===== src/rtl/counter_pkg.sv =====
// Shared constants and op decoding for the up/down counter family.
// Direction and mode encodings match the raw up_dn / sat_mode pin levels.
package counter_pkg;

   localparam int DEFAULT_WIDTH = 8;

   localparam logic CNT_UP    = 1'b1;
   localparam logic CNT_DOWN  = 1'b0;
   localparam logic MODE_WRAP = 1'b0;
   localparam logic MODE_SAT  = 1'b1;

   typedef enum logic [1:0] {
      OP_HOLD = 2'd0,
      OP_LOAD = 2'd1,
      OP_UP   = 2'd2,
      OP_DOWN = 2'd3
   } cnt_op_e;

   // Load outranks enable; direction only matters when counting.
   function automatic cnt_op_e decode_op(input logic load, input logic en, input logic up_dn);
      cnt_op_e op;
      if (load)
         op = OP_LOAD;
      else if (!en)
         op = OP_HOLD;
      else if (up_dn == CNT_DOWN)
         op = OP_DOWN;
      else
         op = OP_UP;
      return op;
   endfunction

endpackage


===== src/rtl/d_flipflop.sv =====
// Single-bit D flip-flop with asynchronous active-low reset to a per-instance value.
module d_flipflop #(
   parameter logic RESET_VAL = 1'b0
) (
   input  logic clk,
   input  logic reset_n,
   input  logic d,
   output logic q
);

   always_ff @(posedge clk or negedge reset_n) begin
      if (!reset_n)
         q <= RESET_VAL;
      else
         q <= d;
   end

endmodule


===== src/rtl/updown_counter.sv =====
// Loadable up/down counter bounded to 0..limit with wrap or saturate behaviour.
// State lives in per-bit d_flipflop instances; one comb block computes the next state.
module updown_counter
   import counter_pkg::*;
#(
   parameter int               WIDTH     = DEFAULT_WIDTH,
   parameter logic [WIDTH-1:0] RESET_VAL = '0
) (
   input  logic             clk,
   input  logic             reset_n,
   input  logic             en,
   input  logic             load,
   input  logic [WIDTH-1:0] load_data,
   input  logic             up_dn,
   input  logic             sat_mode,
   input  logic [WIDTH-1:0] limit,
   output logic [WIDTH-1:0] count,
   output logic             wrap_pulse,
   output logic             at_max,
   output logic             at_zero
);

   logic [WIDTH-1:0] count_q;
   logic [WIDTH-1:0] count_d;
   logic             wrap_q;
   logic             wrap_d;
   cnt_op_e          op;

   assign op = decode_op(load, en, up_dn);

   // Increment only happens when count_q < limit, so it can never carry out of WIDTH bits.
   always_comb begin
      count_d = count_q;
      wrap_d  = 1'b0;
      unique case (op)
         OP_LOAD: begin
            count_d = (load_data > limit) ? limit : load_data;
         end
         OP_UP: begin
            if (count_q < limit) begin
               count_d = count_q + WIDTH'(1);
            end else if (sat_mode == MODE_SAT) begin
               count_d = limit;
            end else begin
               count_d = '0;
               wrap_d  = 1'b1;
            end
         end
         OP_DOWN: begin
            if (count_q != '0) begin
               count_d = count_q - WIDTH'(1);
            end else if (sat_mode == MODE_WRAP) begin
               count_d = limit;
               wrap_d  = 1'b1;
            end
         end
         default: begin
            count_d = count_q;
         end
      endcase
   end

   for (genvar i = 0; i < WIDTH; i++) begin : g_count_ff
      d_flipflop #(
         .RESET_VAL (RESET_VAL[i])
      ) u_count_ff (
         .clk     (clk),
         .reset_n (reset_n),
         .d       (count_d[i]),
         .q       (count_q[i])
      );
   end

   d_flipflop #(
      .RESET_VAL (1'b0)
   ) u_wrap_ff (
      .clk     (clk),
      .reset_n (reset_n),
      .d       (wrap_d),
      .q       (wrap_q)
   );

   assign count      = count_q;
   assign wrap_pulse = wrap_q;
   assign at_max     = (count_q >= limit);
   assign at_zero    = (count_q == '0);

endmodule


===== config.mk =====
export PLATFORM = sky130hd
export DESIGN_NAME = updown_counter
export DESIGN_NICKNAME = d
export VERILOG_FILES = /design/src/rtl/counter_pkg.sv /design/src/rtl/d_flipflop.sv /design/src/rtl/updown_counter.sv
export SDC_FILE = /design/constraint.sdc
export NUM_CORES = 1
export LEC_CHECK = 0
export BUFFER_PORTS_ARGS = -buffer_cell sky130_fd_sc_hd__buf_2
export CORE_MARGIN = 10
export CORE_UTILIZATION = 35
export CTS_BUF_LIST = sky130_fd_sc_hd__clkbuf_16
export DETAILED_ROUTE_END_ITERATION = 8
export SYNTH_ARGS = -nofsm -noshare
export SYNTH_HDL_FRONTEND = slang
export SYNTH_SLANG_ARGS = --single-unit

===== constraint.sdc =====
create_clock -name clk -period 3.8 [get_ports clk]
set_clock_uncertainty 0.05 [all_clocks]
set_input_delay 0.76 -clock clk [delete_from_list [all_inputs] [get_ports clk]]
set_output_delay 0.76 -clock clk [all_outputs]
set_load 0.05 [all_outputs]

## Yosys cells after proc, flatten, opt, wreduce, memory -nomap -nowiden

Cells that the tools add are included.

- Register bits after elaboration: 9
- Bits of input ports: 22
- Word-level logic and storage cells: 35
- Output and inout port bits: 11

- Add/subtract/negate cells: 2
- Equality and inequality tests: 4
- $lt $le $gt $ge: 3
- Reductions and logical operators: 4
- Muxes and demuxes: 13

Operators by type and width:

| operator | number |
|---|---|
| $mux 8 | 5 |
| $pmux 8 s3 | 1 |
| $add 8x1->8 const B | 1 |
| $ge 8x8->1 | 1 |
| $gt 8x8->1 | 1 |
| $logic_not 8->1 | 1 |
| $lt 8x8->1 | 1 |
| $reduce_bool 8->1 | 1 |
| $sub 8x1->8 const B | 1 |
| $eq 2x2->1 const B | 2 |
| $mux 1 | 4 |
| $mux 2 | 2 |
| $ne 3x3->1 const B | 1 |
| $reduce_bool 3->1 | 1 |
| $eq 2x1->1 const B | 1 |
| $pmux 1 s2 | 1 |
| $reduce_and 2->1 | 1 |

## Logic depth before layout (Yosys ltp)

Gate-level depths: netlist of run 1.

- Word-level depth: 6
- Gate-level depth with buffers: 11
- Mapped depth without buffers: 9

## Hierarchy

From an unflattened synthesis of run 1, not the netlist that was laid out.

- Cells, all modules: 187
- Area total of the unflattened synthesis: 1421.4 um^2

By module, submodules not included:

| module | area each (um^2) | cells each | instances | seq. area each (um^2) |
|---|---|---|---|---|
| updown_counter | 1196.1 | 178 | 1 | 0.0 |
| d_flipflop | 25.0 | 1 | 9 | 25.0 |

## Least setup slack after synthesis of run 1

No wires, ideal clock.

- Path type: input-to-output
- Start point: input limit[7]
- End point: output at_max
- Path buffers: 0
- Setup slack: 0.603 ns
- Stages on the path: 4
- Data required time: 2.990 ns
- Arrival: 2.387 ns
- Path through: inv_1 ha_1 nand4_1 o21ai_0

- Cells in the longest elaborated chain, start to end: 1

Ends and longest elaborated chain:

| what | line | text |
|---|---|---|
| start, declared | updown_counter.sv:16 | `input logic [WIDTH-1:0] limit,` |
| $ge 8x8->1 | updown_counter.sv:85 | `assign at_max = (count_q >= limit);` |
| end, declared | updown_counter.sv:19 | `output logic at_max,` |

Every way passes these cells.

## Final worst setup path of run 1

- Start point: input limit[1]
- End point: output at_max

The elaborated chain is that of the path after synthesis.

==> results by group, run 1 <==
Detailed routing
  • Initial DRC count: 200
  • Via Count: 1654
  • Final wirelength: 4842 um
  • TritonRoute pass-1 iters: 4
  • Wire per inst: 17.29 um
  • Final ANT Viol Nets: 0
  • Vias per cell: 5.907
  • DRC: 0

Critical path
  • CP Launch Type: input pin
  • Critical path arrival: 2.47 ns
  • Cells on worst reg2reg path: 8
  • Crit Path Category: in2out
  • CP Data Required Time: 2.99 ns
  • CP max FO: 5
  • Setup crit end kind: output pin

Place
  • Hpwl dp: 3872 um
  • Placer Congestion: 0.8713
  • Placed cell count: 276
  • Dpl cell area: 1674 um^2
  • Port Buf Inserts: 32

STA
  • Setup TNS: 0 ns
  • Final period utilization: 86.30%
  • Fmax: 0.3049 GHz
  • Hold Fails Final Rpt: 0
  • Fin crit period: 3.279 ns
  • Final Slew Violations: 0
  • Slew margin rel.: 63.71%
  • Setup violators final: 0
  • Worst slew pin tran: 0.5408 ns
  • RSZ-0062 raised after global routing: no

Floorplan
  • Starting density of the core: 35.87%
  • Die Y-Extent: 86.34 um
  • Core area: 4294 um^2
  • # IOs: 33
  • Die Span X: 86.34 um
  • Site Rows: 24
  • Die area: 7454 um^2

Clock tree
  • Worst skew pair latency: 0.24 ns
  • H-tree depth: 1
  • Cts bufs inserted: 3
  • Hold Buf Count CTS: 0
  • Resized cells post-CTS: 0
  • Setup bufs post-CTS: 0
  • Root Driver: clkbuf_16
  • Clk buf depth: 2
  • CTS sink cnt: 9
  • CTS tree: yes
  • Clock transition at the registers of the reported paths: 0.04 ns

Synthesis
  • Async S/R FF share, synth: 100.0%
  • Sequential share of the synthesized area: 14.62%
  • Top FF cell, synth: dfrtp_1
  • Mapped Area: 1540 um^2
  • Synth Warn #: 0
  • Yosys top cell area share: 16.25%
  • Synth Register Bits: 9
  • Cells taking the most area after synthesis: ha_1 (16%), dfrtp_1 (15%), a21oi_1 (5.5%)
  • Average size of a mapped cell: 7.405 um^2
  • Area leader, netlist: ha_1
  • Post-synth EDFFs: 0
  • Post-synthesis cell count: 208
  • Synth Net Count: 250
  • Post-synthesis cell type count: 45

Run
  • Max-cap violations: 0

GRT
  • Initial antenna violation count: 0
  • Vias in the first global route: 1600
  • First-pass GRT wire length: 7817 um
  • Largest net degree at the start of global routing: 16
  • Tot GR Track Use: 12.76%
  • GR Overflow Total: 0

Cells and area
  • Multi-input logic area: 1141 um^2
  • Register area: 225.2 um^2
  • FILL cells: 463
  • Ant diodes: 0
  • Final nets: 271
  • Final Instance Count excl. Fillers: 280
  • Commonest non-fill, non-tap cell in the layout: buf_2
  • Ratio of cells with drive above 1 in the final layout: 19.30%
  • Area grow syn2layout: 13.81%
  • Cell area after layout: 1753 um^2
  • Most frequent cells in the layout: buf_2 (32), ha_1 (20), nand2_1 (18)

Run status
  • Status: completed

Power and ir drop
  • Final Power: 0.7513 mW
  • Pwr per Cell Area: 428.6 nW/um^2
  • Leakage: 0.8403 nW
  • VDD IR max: 0.2577 mV

Hold path
  • Min-delay worst type: in2async
==> metal layers <==
layer  part of all wire (%)  vias up  GRT usage, %
met5                      0        -             0
met4                   0.97        0         1.767
met3                    8.2        6         4.221
met2                     46       70         19.93
met1                     45      765         16.93
li1                       -      813             -
==> worst max-delay path: stages <==
cell      delay [ns]
buf_2           0.10
inv_1           0.07
ha_1            0.30
nor2b_1         0.14
o211ai_1        0.20
a21oi_1         0.18
nor2_1          0.33
o21ai_0         0.14
buf_2           0.24
==> power by group <==
group          internal (mW)  switching, mW
combinational          0.135          0.257
sequential             0.114         0.0543
clock                  0.138         0.0521
total                  0.388          0.363
==> cell usage after synthesis (all sizes together) (8+ instances only) <==
cell	count
nand2	18
nor3	12
nand4	8
nor2	10
a21oi	17
ha	20
o21ai	12
buf	14
dfrtp	9
inv	16
nand3	10
==> final timing paths <==
path,startpoint,endpoint,slack [ns]
worst max-delay path,limit[1],at_max,0.52
worst min-delay path,reset_n,g_count_ff[5].u_count_ff.q,0.33
worst max register to register,g_count_ff[0].u_count_ff.q,g_count_ff[1].u_count_ff.q,1.21
worst min register to register,g_count_ff[0].u_count_ff.q,g_count_ff[0].u_count_ff.q,0.57
max in group asynchronous,reset_n,g_count_ff[0].u_count_ff.q,3.18
min in group clk,g_count_ff[0].u_count_ff.q,g_count_ff[0].u_count_ff.q,0.57
==> logic make-up (layout without fill, tap and decap cells) <==
family / count (synthesis) / after routing / synth area share, %
AO/OA/AOI/OAI: 64 / 64 / 28.27
XOR/XNOR: 7 / 7 / 3.981
adder cells (fa/ha/maj): 20 / 20 / 16.25
buffers and inverters: 35 / 55 / 11.29
flip-flops: 9 / 9 / 14.62
multiplexers: 2 / 2 / 1.300
AND/OR/NAND/NOR: 71 / 71 / 24.29
==> state kept, by name (all words and copies together), names as in the netlist <==
signal / cells
g_count_ff.u_count_ff.q: 8
u_wrap_ff.q: 1
==> metrics by stage <==
stage	hold slack, ns	worst slack [ns]	util (%)
floorplan	0.4144	0.6031	-
global placement	0.5616	0.5916	38.99
detailed placement	0.5635	0.5686	38.99
CTS	0.3315	0.5506	40.82
global route	0.3298	0.3350	40.82
finish	0.3269	0.5205	40.82
==> final cells by class <==
cell class                 instances  area share (%)
clock buffer                       3           4.283
sequential                         9           12.85
timing repair buffer              35           10.42
inverter                          16           3.426
tap                               52           3.712
clock inverter                     1          0.2141
multi-input combinational        164           65.10
Note: power is estimated with default switching activity, not from simulation.
==> run 2, diff against run 1 <==
Settings changed: PLACE_DENSITY_LB_ADDON set to 0.15.
==> run 2 against run 1 <==
Via count grew 2.2%. Setup slack lost 0.034 ns. Register-to-register slack got worse by 0.02 ns. Routed wire length up 7.1%. Count of clock-buffer cells in the layout unchanged. Die area did not move. Highest routed layer unchanged.
==> results by group, run 2 (synthesis results as in run 1) <==
Run status
  • Status: completed

Clock tree
  • Hold Buf Count CTS: 0
  • Clock transition at the registers of the reported paths: 0.04 ns
  • Cts bufs inserted: 3
  • Worst skew pair latency: 0.24 ns
  • Setup bufs post-CTS: 0
  • Clk buf depth: 2
  • Resized cells post-CTS: 0
  • H-tree depth: 1
  • Root Driver: clkbuf_16
  • CTS sink cnt: 9
  • CTS tree: yes

Critical path
  • CP max FO: 5
  • Most used cell, CP: buf_2
  • Setup crit end kind: output pin
  • CP Launch Type: input pin
  • CP cell instances: buf_2 > inv_1 > ha_1 > nor2b_1 > o211ai_1 > a21oi_1 > nor2_1 > o21ai_0 > buf_2
  • Crit. path cell count: 9
  • Worst path buffer plus inverter count: 3
  • CP peak stage delay: 0.34 ns
  • Critical path arrival: 2.50 ns
  • CP Data Required Time: 2.99 ns
  • Crit Path Category: in2out
  • Cells on worst reg2reg path: 8
  • Delay-heaviest family, CP: compound AO/OA/AOI/OAI gates
  • Crit-path slowest cell: nor2_1

Place
  • Hpwl dp: 4109 um
  • Dpl ws: 0.5227 ns
  • Placer Congestion: 0.9020
  • Dpl cell area: 1712 um^2
  • Port Buf Inserts: 32
  • Placed cell count: 281

Floorplan
  • # IOs: 33
  • Core area: 4294 um^2
  • Die Y-Extent: 86.34 um
  • Site Rows: 24
  • Die Span X: 86.34 um
  • Starting density of the core: 35.87%
  • Die area: 7454 um^2

Cells and area
  • Final Instance Count excl. Fillers: 285
  • Largest registers: g_count_ff.u_count_ff.q x8, u_wrap_ff.q x1
  • Most frequent cells in the layout: buf_2 (32), ha_1 (20), nand2_1 (18)
  • Top reg by flops: g_count_ff.u_count_ff.q
  • Cell area after layout: 1790 um^2
  • FILL cells: 460
  • Commonest non-fill, non-tap cell in the layout: buf_2
  • Area grow syn2layout: 16.25%
  • Final core utilization: 41.70%
  • Ratio of cells with drive above 1 in the final layout: 21.03%
  • Ant diodes: 0
  • Max reg flops: 8
  • Final nets: 276

Detailed routing
  • Via Count: 1691
  • Vias per cell: 5.933
  • Initial DRC count: 163
  • Wire per inst: 18.19 um
  • TritonRoute pass-1 iters: 4
  • DRC: 0
  • Final wirelength: 5185 um
  • Final ANT Viol Nets: 0

STA
  • Final period utilization: 87.20%
  • Worst slew pin tran: 0.4825 ns
  • Slew margin rel.: 67.83%
  • RSZ-0062 raised after global routing: no
  • Worst hold slack: 0.3328 ns
  • Setup violators final: 0
  • Hold Fails Final Rpt: 0
  • Setup TNS: 0 ns
  • PnR worst setup slack: 0.4863 ns
  • Fin crit period: 3.314 ns
  • Final Slew Violations: 0
  • Fmax: 0.3018 GHz

Power and ir drop
  • Final Power: 0.7651 mW
  • Leakage: 0.8653 nW
  • Pwr per Cell Area: 427.3 nW/um^2
  • VDD IR max: 0.2001 mV

GRT
  • Initial antenna violation count: 0
  • Vias in the first global route: 1692
  • GR Overflow Total: 0
  • Largest net degree at the start of global routing: 14
  • First-pass GRT wire length: 8390 um
  • Tot GR Track Use: 13.78%

Hold path
  • Min-delay worst type: in2async

Run
  • Max-cap violations: 0
## run 2: changes by cell type in the layout (fill, tap and decap cells not counted)
cell and delta:
buf_4 +5
## run 2: final timing paths
check                      slack, ns                    endpoint                       start
max                             0.49                      at_max                    limit[1]
min                             0.33  g_count_ff[2].u_count_ff.q                     reset_n
max reg2reg                     1.19  g_count_ff[1].u_count_ff.q  g_count_ff[0].u_count_ff.q
min reg2reg                     0.59  g_count_ff[5].u_count_ff.q  g_count_ff[5].u_count_ff.q
max in group asynchronous       3.17  g_count_ff[5].u_count_ff.q                     reset_n
min in group clk                0.59  g_count_ff[5].u_count_ff.q  g_count_ff[5].u_count_ff.q
## run 2: final cells by class
class                           count  area (um^2)  area share [%]
Sequential cell                     9        225.2           12.58
Clock inverter                      1        3.754          0.2096
Timing Repair Buffer               40        220.2           12.30
Clock buffer                        3        75.07           4.193
Multi-Input combinational cell    164         1141           63.73
Inverter                           16        60.06           3.354
Tap cell                           52        65.06           3.634
## run 2: worst register-to-register path, delay by kind of cell, from the launching register on
family	cells	cell delay, ns
AO/OA/AOI/OAI	3	0.62
adder cells (fa/ha/maj)	1	0.24
buffers and inverters	1	0.18
flip-flops	1	0.46
multiplexers	1	0.16
AND/OR/NAND/NOR	2	0.77
## run 2: where the power goes
group	switching, mW	leakage [nW]	internal (mW)
sequential	0.0432	0.110	0.115
combinational	0.276	0.713	0.144
clock	0.0494	0.0423	0.138
## run 2: metal layers
| metal | routed length [um] | GRT usage [%] | vias to the layer above |
|---|---|---|---|
| li1 | - | - | 821 |
| met1 | 2437 | 17.86 | 790 |
| met2 | 2272 | 20.81 | 68 |
| met3 | 381 | 4.503 | 12 |
| met4 | 93 | 4.713 | 0 |
| met5 | 0 | 0 | - |
